<file path="src/rtl/branch_resolve_n_pkg.sv">
// rtl/branch_resolve_n_pkg.sv - shared funct3 codes and FSM state type for branch resolution
package branch_resolve_n_pkg;

    localparam logic [2:0] F3_BEQ  = 3'b000;
    localparam logic [2:0] F3_BNE  = 3'b001;
    localparam logic [2:0] F3_BLT  = 3'b100;
    localparam logic [2:0] F3_BGE  = 3'b101;
    localparam logic [2:0] F3_BLTU = 3'b110;
    localparam logic [2:0] F3_BGEU = 3'b111;

    typedef enum logic {
        IDLE = 1'b0,
        HOLD = 1'b1
    } state_t;

endpackage

</file>
<file path="src/rtl/branch_cond_decode.sv">
// rtl/branch_cond_decode.sv - funct3 plus comparator flags to branch condition and signed select
module branch_cond_decode
    import branch_resolve_n_pkg::*;
(
    input  logic [2:0] funct3,
    input  logic       less,
    input  logic       equal,
    output logic       cond,
    output logic       br_signed
);

    // Only the unsigned compares (BLTU/BGEU) have funct3[1] set among legal codes
    assign br_signed = ~funct3[1];

    // Map the condition code onto the comparator flags; 010/011 never branch
    always_comb begin
        cond = 1'b0;
        case (funct3)
            F3_BEQ:  cond = equal;
            F3_BNE:  cond = ~equal;
            F3_BLT:  cond = less;
            F3_BGE:  cond = ~less;
            F3_BLTU: cond = less;
            F3_BGEU: cond = ~less;
            default: cond = 1'b0;
        endcase
    end

endmodule

</file>
<file path="src/rtl/branch_resolve_n.sv">
// rtl/branch_resolve_n.sv - EX-stage branch resolution with mispredict redirect and flush
module branch_resolve_n
    import branch_resolve_n_pkg::*;
#(
    parameter int XLEN  = 32,
    parameter int CNT_W = 16
) (
    input  logic             clk_i,
    input  logic             rst_ni,
    input  logic             valid_i,
    output logic             ready_o,
    input  logic [2:0]       funct3_i,
    input  logic             is_jump_i,
    input  logic [XLEN-1:0]  pc_i,
    input  logic [XLEN-1:0]  imm_i,
    input  logic             pred_taken_i,
    input  logic             br_less_i,
    input  logic             br_equal_i,
    output logic             br_signed_o,
    output logic             resolved_valid_o,
    output logic             resolved_taken_o,
    output logic             redirect_valid_o,
    input  logic             redirect_ready_i,
    output logic [XLEN-1:0]  redirect_pc_o,
    output logic             flush_o,
    output logic [CNT_W-1:0] branch_cnt_o,
    output logic [CNT_W-1:0] mispred_cnt_o
);

    localparam logic [XLEN-1:0] PC_STEP = XLEN'(4);

    state_t          state;
    logic            cond;
    logic            taken;
    logic            mispredict;
    logic            accept;
    logic [XLEN-1:0] target;

    branch_cond_decode u_cond (
        .funct3    (funct3_i),
        .less      (br_less_i),
        .equal     (br_equal_i),
        .cond      (cond),
        .br_signed (br_signed_o)
    );

    assign taken      = is_jump_i | cond;
    assign target     = taken ? (pc_i + imm_i) : (pc_i + PC_STEP);
    assign mispredict = taken ^ pred_taken_i;
    assign ready_o    = (state == IDLE);
    assign accept     = valid_i & (state == IDLE);

    // Resolution FSM: pulses by default, latch redirect on mispredict and hold it until fetch accepts
    always_ff @(posedge clk_i) begin
        if (!rst_ni) begin
            state            <= IDLE;
            resolved_valid_o <= 1'b0;
            resolved_taken_o <= 1'b0;
            redirect_valid_o <= 1'b0;
            redirect_pc_o    <= '0;
            flush_o          <= 1'b0;
            branch_cnt_o     <= '0;
            mispred_cnt_o    <= '0;
        end else begin
            resolved_valid_o <= 1'b0;
            flush_o          <= 1'b0;
            case (state)
                IDLE: begin
                    if (accept) begin
                        resolved_valid_o <= 1'b1;
                        resolved_taken_o <= taken;
                        if (branch_cnt_o != '1) begin
                            branch_cnt_o <= branch_cnt_o + 1'b1;
                        end
                        if (mispredict) begin
                            if (mispred_cnt_o != '1) begin
                                mispred_cnt_o <= mispred_cnt_o + 1'b1;
                            end
                            flush_o          <= 1'b1;
                            redirect_valid_o <= 1'b1;
                            redirect_pc_o    <= target;
                            state            <= HOLD;
                        end
                    end
                end
                HOLD: begin
                    if (redirect_valid_o && redirect_ready_i) begin
                        redirect_valid_o <= 1'b0;
                        state            <= IDLE;
                    end
                end
                default: state <= IDLE;
            endcase
        end
    end

endmodule

</file>
<file path="config.mk">
export PLATFORM = sky130hd
export DESIGN_NAME = branch_resolve_n
export DESIGN_NICKNAME = d
export VERILOG_FILES = /design/src/rtl/branch_resolve_n_pkg.sv /design/src/rtl/branch_cond_decode.sv /design/src/rtl/branch_resolve_n.sv
export SDC_FILE = /design/constraint.sdc
export NUM_CORES = 1
export LEC_CHECK = 0
export ABC_AREA = 0
export CORE_ASPECT_RATIO = 1.25
export CORE_MARGIN = 2
export CORE_UTILIZATION = 25
export DETAILED_ROUTE_END_ITERATION = 6
export SLEW_MARGIN = 20
export SYNTH_ARGS = -nofsm -noshare
export SYNTH_HDL_FRONTEND = slang
export SYNTH_SLANG_ARGS = --single-unit
</file>
<file path="constraint.sdc">
create_clock -name clk_i -period 4.5 [get_ports clk_i]
set_clock_uncertainty 0.2 [all_clocks]
set_input_delay 0.675 -clock clk_i [delete_from_list [all_inputs] [get_ports clk_i]]
set_output_delay 0.675 -clock clk_i [all_outputs]
set_load 0.01 [all_outputs]
</file>
==> run summary <==
post-synthesis xor/xnor area fraction - 12.33%
Post-Synth Adder-Cell Area - 8.593%
initial drt markers - 242
row count - 58
first-pass GRT wire length - 26,360 um
Leakage - 2.704 nW
CP endpoint kind - flip-flop
Synth cell types - 60
pre-CTS WS - 0.5636 ns
setup bufs post-CTS - 0
WP data required - 4.55 ns
Final ANT Viol Nets - 0
Top Metal Used - met4
Area growth syn-to-layout - 39.03%
Simple-Gate Fraction of Synth Area - 25.17%
Max Fanout on Critical Path - 5
TritonCTS Buffers - 9
Slew Viols, Final - 0
clock sink total - 69
layout cells sized above 1 - 4.162%
WS Path Type - primary input to flip-flop
number of synthesized register bits - 69
top_reg_cell synth - dfxtp_1
TritonRoute pass-1 iters - 5
largest net degree at the start of global routing - 33
pwr dens - 270.9 nW/um^2
fin crit share - 80.70%
Slew headroom - 39.58%
fraction of registers with async set/reset - 0%
Placer Congestion - 0.8739
Comb power frac - 30.6%
Highest Clock Rate - 0.2754 GHz
number of max-cap violations - 0
Int Pwr - 0.001360 W
switching power of the nets - 0.0005918 W
die width - 132.8 um
wirelength, routed - 17,060 um
CTS Hold Bufs - 0
CTS Buffer Depth - 2
critical path buffer and inverter count - 1
synthesized area per cell - 7.657 um^2
warnings from Yosys - 0
Die Area - 21,910 um^2
Post-synth EDFFs - 0
slowest stage delay, CP - 0.44 ns
Wirelength per Cell - 15.70 um
clk root buf - clkbuf_16
delay-heaviest family, CP - compound AO/OA/AOI/OAI gates
crit path launch type - primary input
Synth Net Count - 787
PnR worst setup slack - 0.8683 ns
largest family of logic cells by synthesized area - simple AND/OR/NAND/NOR gates
RSZ-0062 raised after global routing - no
routed wl met2 - 8362 um
Mapped Cells - 677
Switching Share - 30.32%
placed insts - 1,073
minimum clock period - 3.632 ns
Ant. Diodes - 0
status - completed
multiplexer area fraction after synthesis - 1.279%
crit path max-delay cell type - fa_1
initial antenna violation count - 0
Resize count post-CTS - 0
setup violators final - 0
area of the mapped netlist - 5184 um^2
Clk pwr share - 35.0%
htree depth - 3
via count - 5,374
layout net count - 924
Core Box Area - 20,250 um^2
Initial Utilization - 25.60%
Compound-Gate Fraction of Synth Area - 22.71%
worst vdd ir - 0.0001328 V
TritonCTS clock tree - done
DIE HEIGHT - 165.0 um
Sum Neg Setup Slack - 0 ns
IO Count - 145
DRC viols - 0
Post-Layout Cell Count - 1,087
share of total power in sequential cells - 34.3%
Overflow after GRT - 0
register area share after synthesis - 26.65%
met3 wire length - 658 um
vias in the first global route - 4,942
Final Hold Viols - 0
PortBufs - 144
vias per cell - 4.944
Slew @ Worst Pin - 0.8994 ns
Worst-Skew Late Latency - 0.32 ns
CP arrival - 3.68 ns
CP Cell Sequence - clkdlybuf4s50_1 -> ha_1 -> fa_1 -> a211oi_1 -> o21bai_1 -> a21o_1 -> a311o_1 -> a211oi_4 -> o21ai_2 -> a31oi_1 -> nor3b_1
Clk pin slew, worst setup/hold paths - 0.06 ns
Worst Hold Class - flip-flop to flip-flop
M1 WL - 7650 um
Post-DP HPWL - 13,860 um
GRT Util Overall - 15.18%
-- synthesized netlist by cell type (2+ instances only) --
cell type,count,area [um^2]
nand2_1,74,277.8
a21o_1,14,105.1
o31ai_1,2,15.01
xor2_1,44,385.4
o221ai_1,9,78.83
inv_1,16,60.06
a22oi_1,2,15.01
o21a_1,4,30.03
mux2_2,2,22.52
nand3_1,30,150.1
and2_1,10,62.56
mux2i_1,3,30.03
nand2b_1,3,18.77
a31oi_1,13,81.33
a211o_1,3,26.28
xnor2_1,29,254.0
nor3_1,22,110.1
and3_1,13,81.33
o21bai_1,5,37.54
o22ai_1,3,18.77
o21ai_1,2,10.01
a311oi_1,4,35.03
a221oi_2,2,30.03
nor2_1,76,285.3
o21ai_0,27,135.1
and4_1,6,52.55
nand4_1,19,118.9
dfxtp_1,69,1381
clkbuf_1,25,93.84
or3_1,3,18.77
o211a_1,2,20.02
nor4_1,5,31.28
nor2b_1,6,37.54
a21oi_1,48,240.2
ha_1,34,425.4
o211ai_1,11,82.58
a211oi_1,14,105.1
-- per-stage QoR --
stage / util [%] / cell area, um^2 / power [W] / hold slack [ns]
floorplan: - / 5184 / 0.001020 / 0.2702
global placement: 34.20 / 6925 / 0.001277 / 0.2429
detailed placement: 34.20 / 6925 / 0.001277 / 0.2494
CTS: 35.60 / 7207 / 0.001975 / 0.2568
global route: 35.60 / 7207 / 0.002056 / 0.2830
finish: 35.60 / 7207 / 0.001952 / 0.2542
-- worst min-delay path, stage by stage, from the launching register on --
cell and delay (ns):
dfxtp_1 0.30, nand2_1 0.05, a21oi_1 0.05
-- cells by family after synthesis --
| logic type | Yosys count |
|---|---|
| AND/OR/NAND/NOR | 274 |
| AO/OA/AOI/OAI | 176 |
| XOR/XNOR | 73 |
| flip-flops | 69 |
| buffers and inverters | 44 |
| adder cells (fa/ha/maj) | 35 |
| multiplexers | 6 |
-- sequential cells by signal (all words and copies together) (netlist names) --
name,count
redirect_pc_o,32
mispred_cnt_o,16
branch_cnt_o,16
flush_o,1
resolved_valid_o,1
resolved_taken_o,1
state,1
redirect_valid_o,1
-- layout make-up --
cell class,count,area (um^2)
Fill cell,2123,13040
Multi-Input combinational cell,564,3633
Timing Repair Buffer,153,1509
Sequential cell,69,1381
Tap cell,270,337.8
Clock buffer,12,246.5
Inverter,17,63.81
Clock inverter,2,35.03
-- layout by cell type (no fill, tap or decap), types with 3 or more instances in the layout --
| cell type | Yosys | layout |
|---|---|---|
| a311oi_1 | 4 | 4 |
| mux2i_1 | 3 | 3 |
| o211ai_1 | 11 | 11 |
| nor4_1 | 5 | 5 |
| clkbuf_16 | 0 | 9 |
| and4_1 | 6 | 6 |
| o21ai_0 | 27 | 27 |
| nand4_1 | 19 | 19 |
| a211o_1 | 3 | 3 |
| a31oi_1 | 13 | 13 |
| dfxtp_1 | 69 | 69 |
| a21oi_1 | 48 | 48 |
| and3_1 | 13 | 13 |
| inv_1 | 16 | 16 |
| clkdlybuf4s50_1 | 0 | 144 |
| and2_1 | 10 | 10 |
| nand3_1 | 30 | 30 |
| o22ai_1 | 3 | 3 |
| a21o_1 | 14 | 14 |
| buf_4 | 1 | 9 |
| or3_1 | 3 | 3 |
| nor2_1 | 76 | 76 |
| a211oi_1 | 14 | 14 |
| xor2_1 | 44 | 44 |
| o221ai_1 | 9 | 9 |
| o21bai_1 | 5 | 5 |
| nand2b_1 | 3 | 3 |
| ha_1 | 34 | 34 |
| nor2b_1 | 6 | 6 |
| xnor2_1 | 29 | 29 |
| nor3_1 | 22 | 22 |
| nand2_1 | 74 | 74 |
| o21a_1 | 4 | 4 |
-- layer usage --
metal / vias to the layer above / track usage [%]
li1: 2731 / -
met1: 2476 / 19.04
met2: 142 / 26.85
met3: 25 / 1.934
met4: 0 / 5.181
met5: - / 0
-- power by group through the flow --
stage / Sequential, W / Combinational [W] / Clock (W)
floorplan: 0.000695 / 0.000326 / 0
global placement: 0.000683 / 0.000595 / 0
detailed placement: 0.000683 / 0.000594 / 0
CTS: 0.000670 / 0.000597 / 0.000708
global route: 0.000674 / 0.000653 / 0.000729
finish: 0.000670 / 0.000598 / 0.000684
-- final timing paths --
| path | from | slack (ns) | endpoint | cells past startpoint |
|---|---|---|---|---|
| max | pc_i[0] | 0.87 | redirect_pc_o[26] | 11 |
| min | redirect_pc_o[16] | 0.25 | redirect_pc_o[16] | 2 |
| max reg2reg | state | 1.93 | redirect_pc_o[13] | 8 |
| min reg2reg | redirect_pc_o[16] | 0.25 | redirect_pc_o[16] | 2 |
No activity file was read; power rests on OpenSTA's default activity.
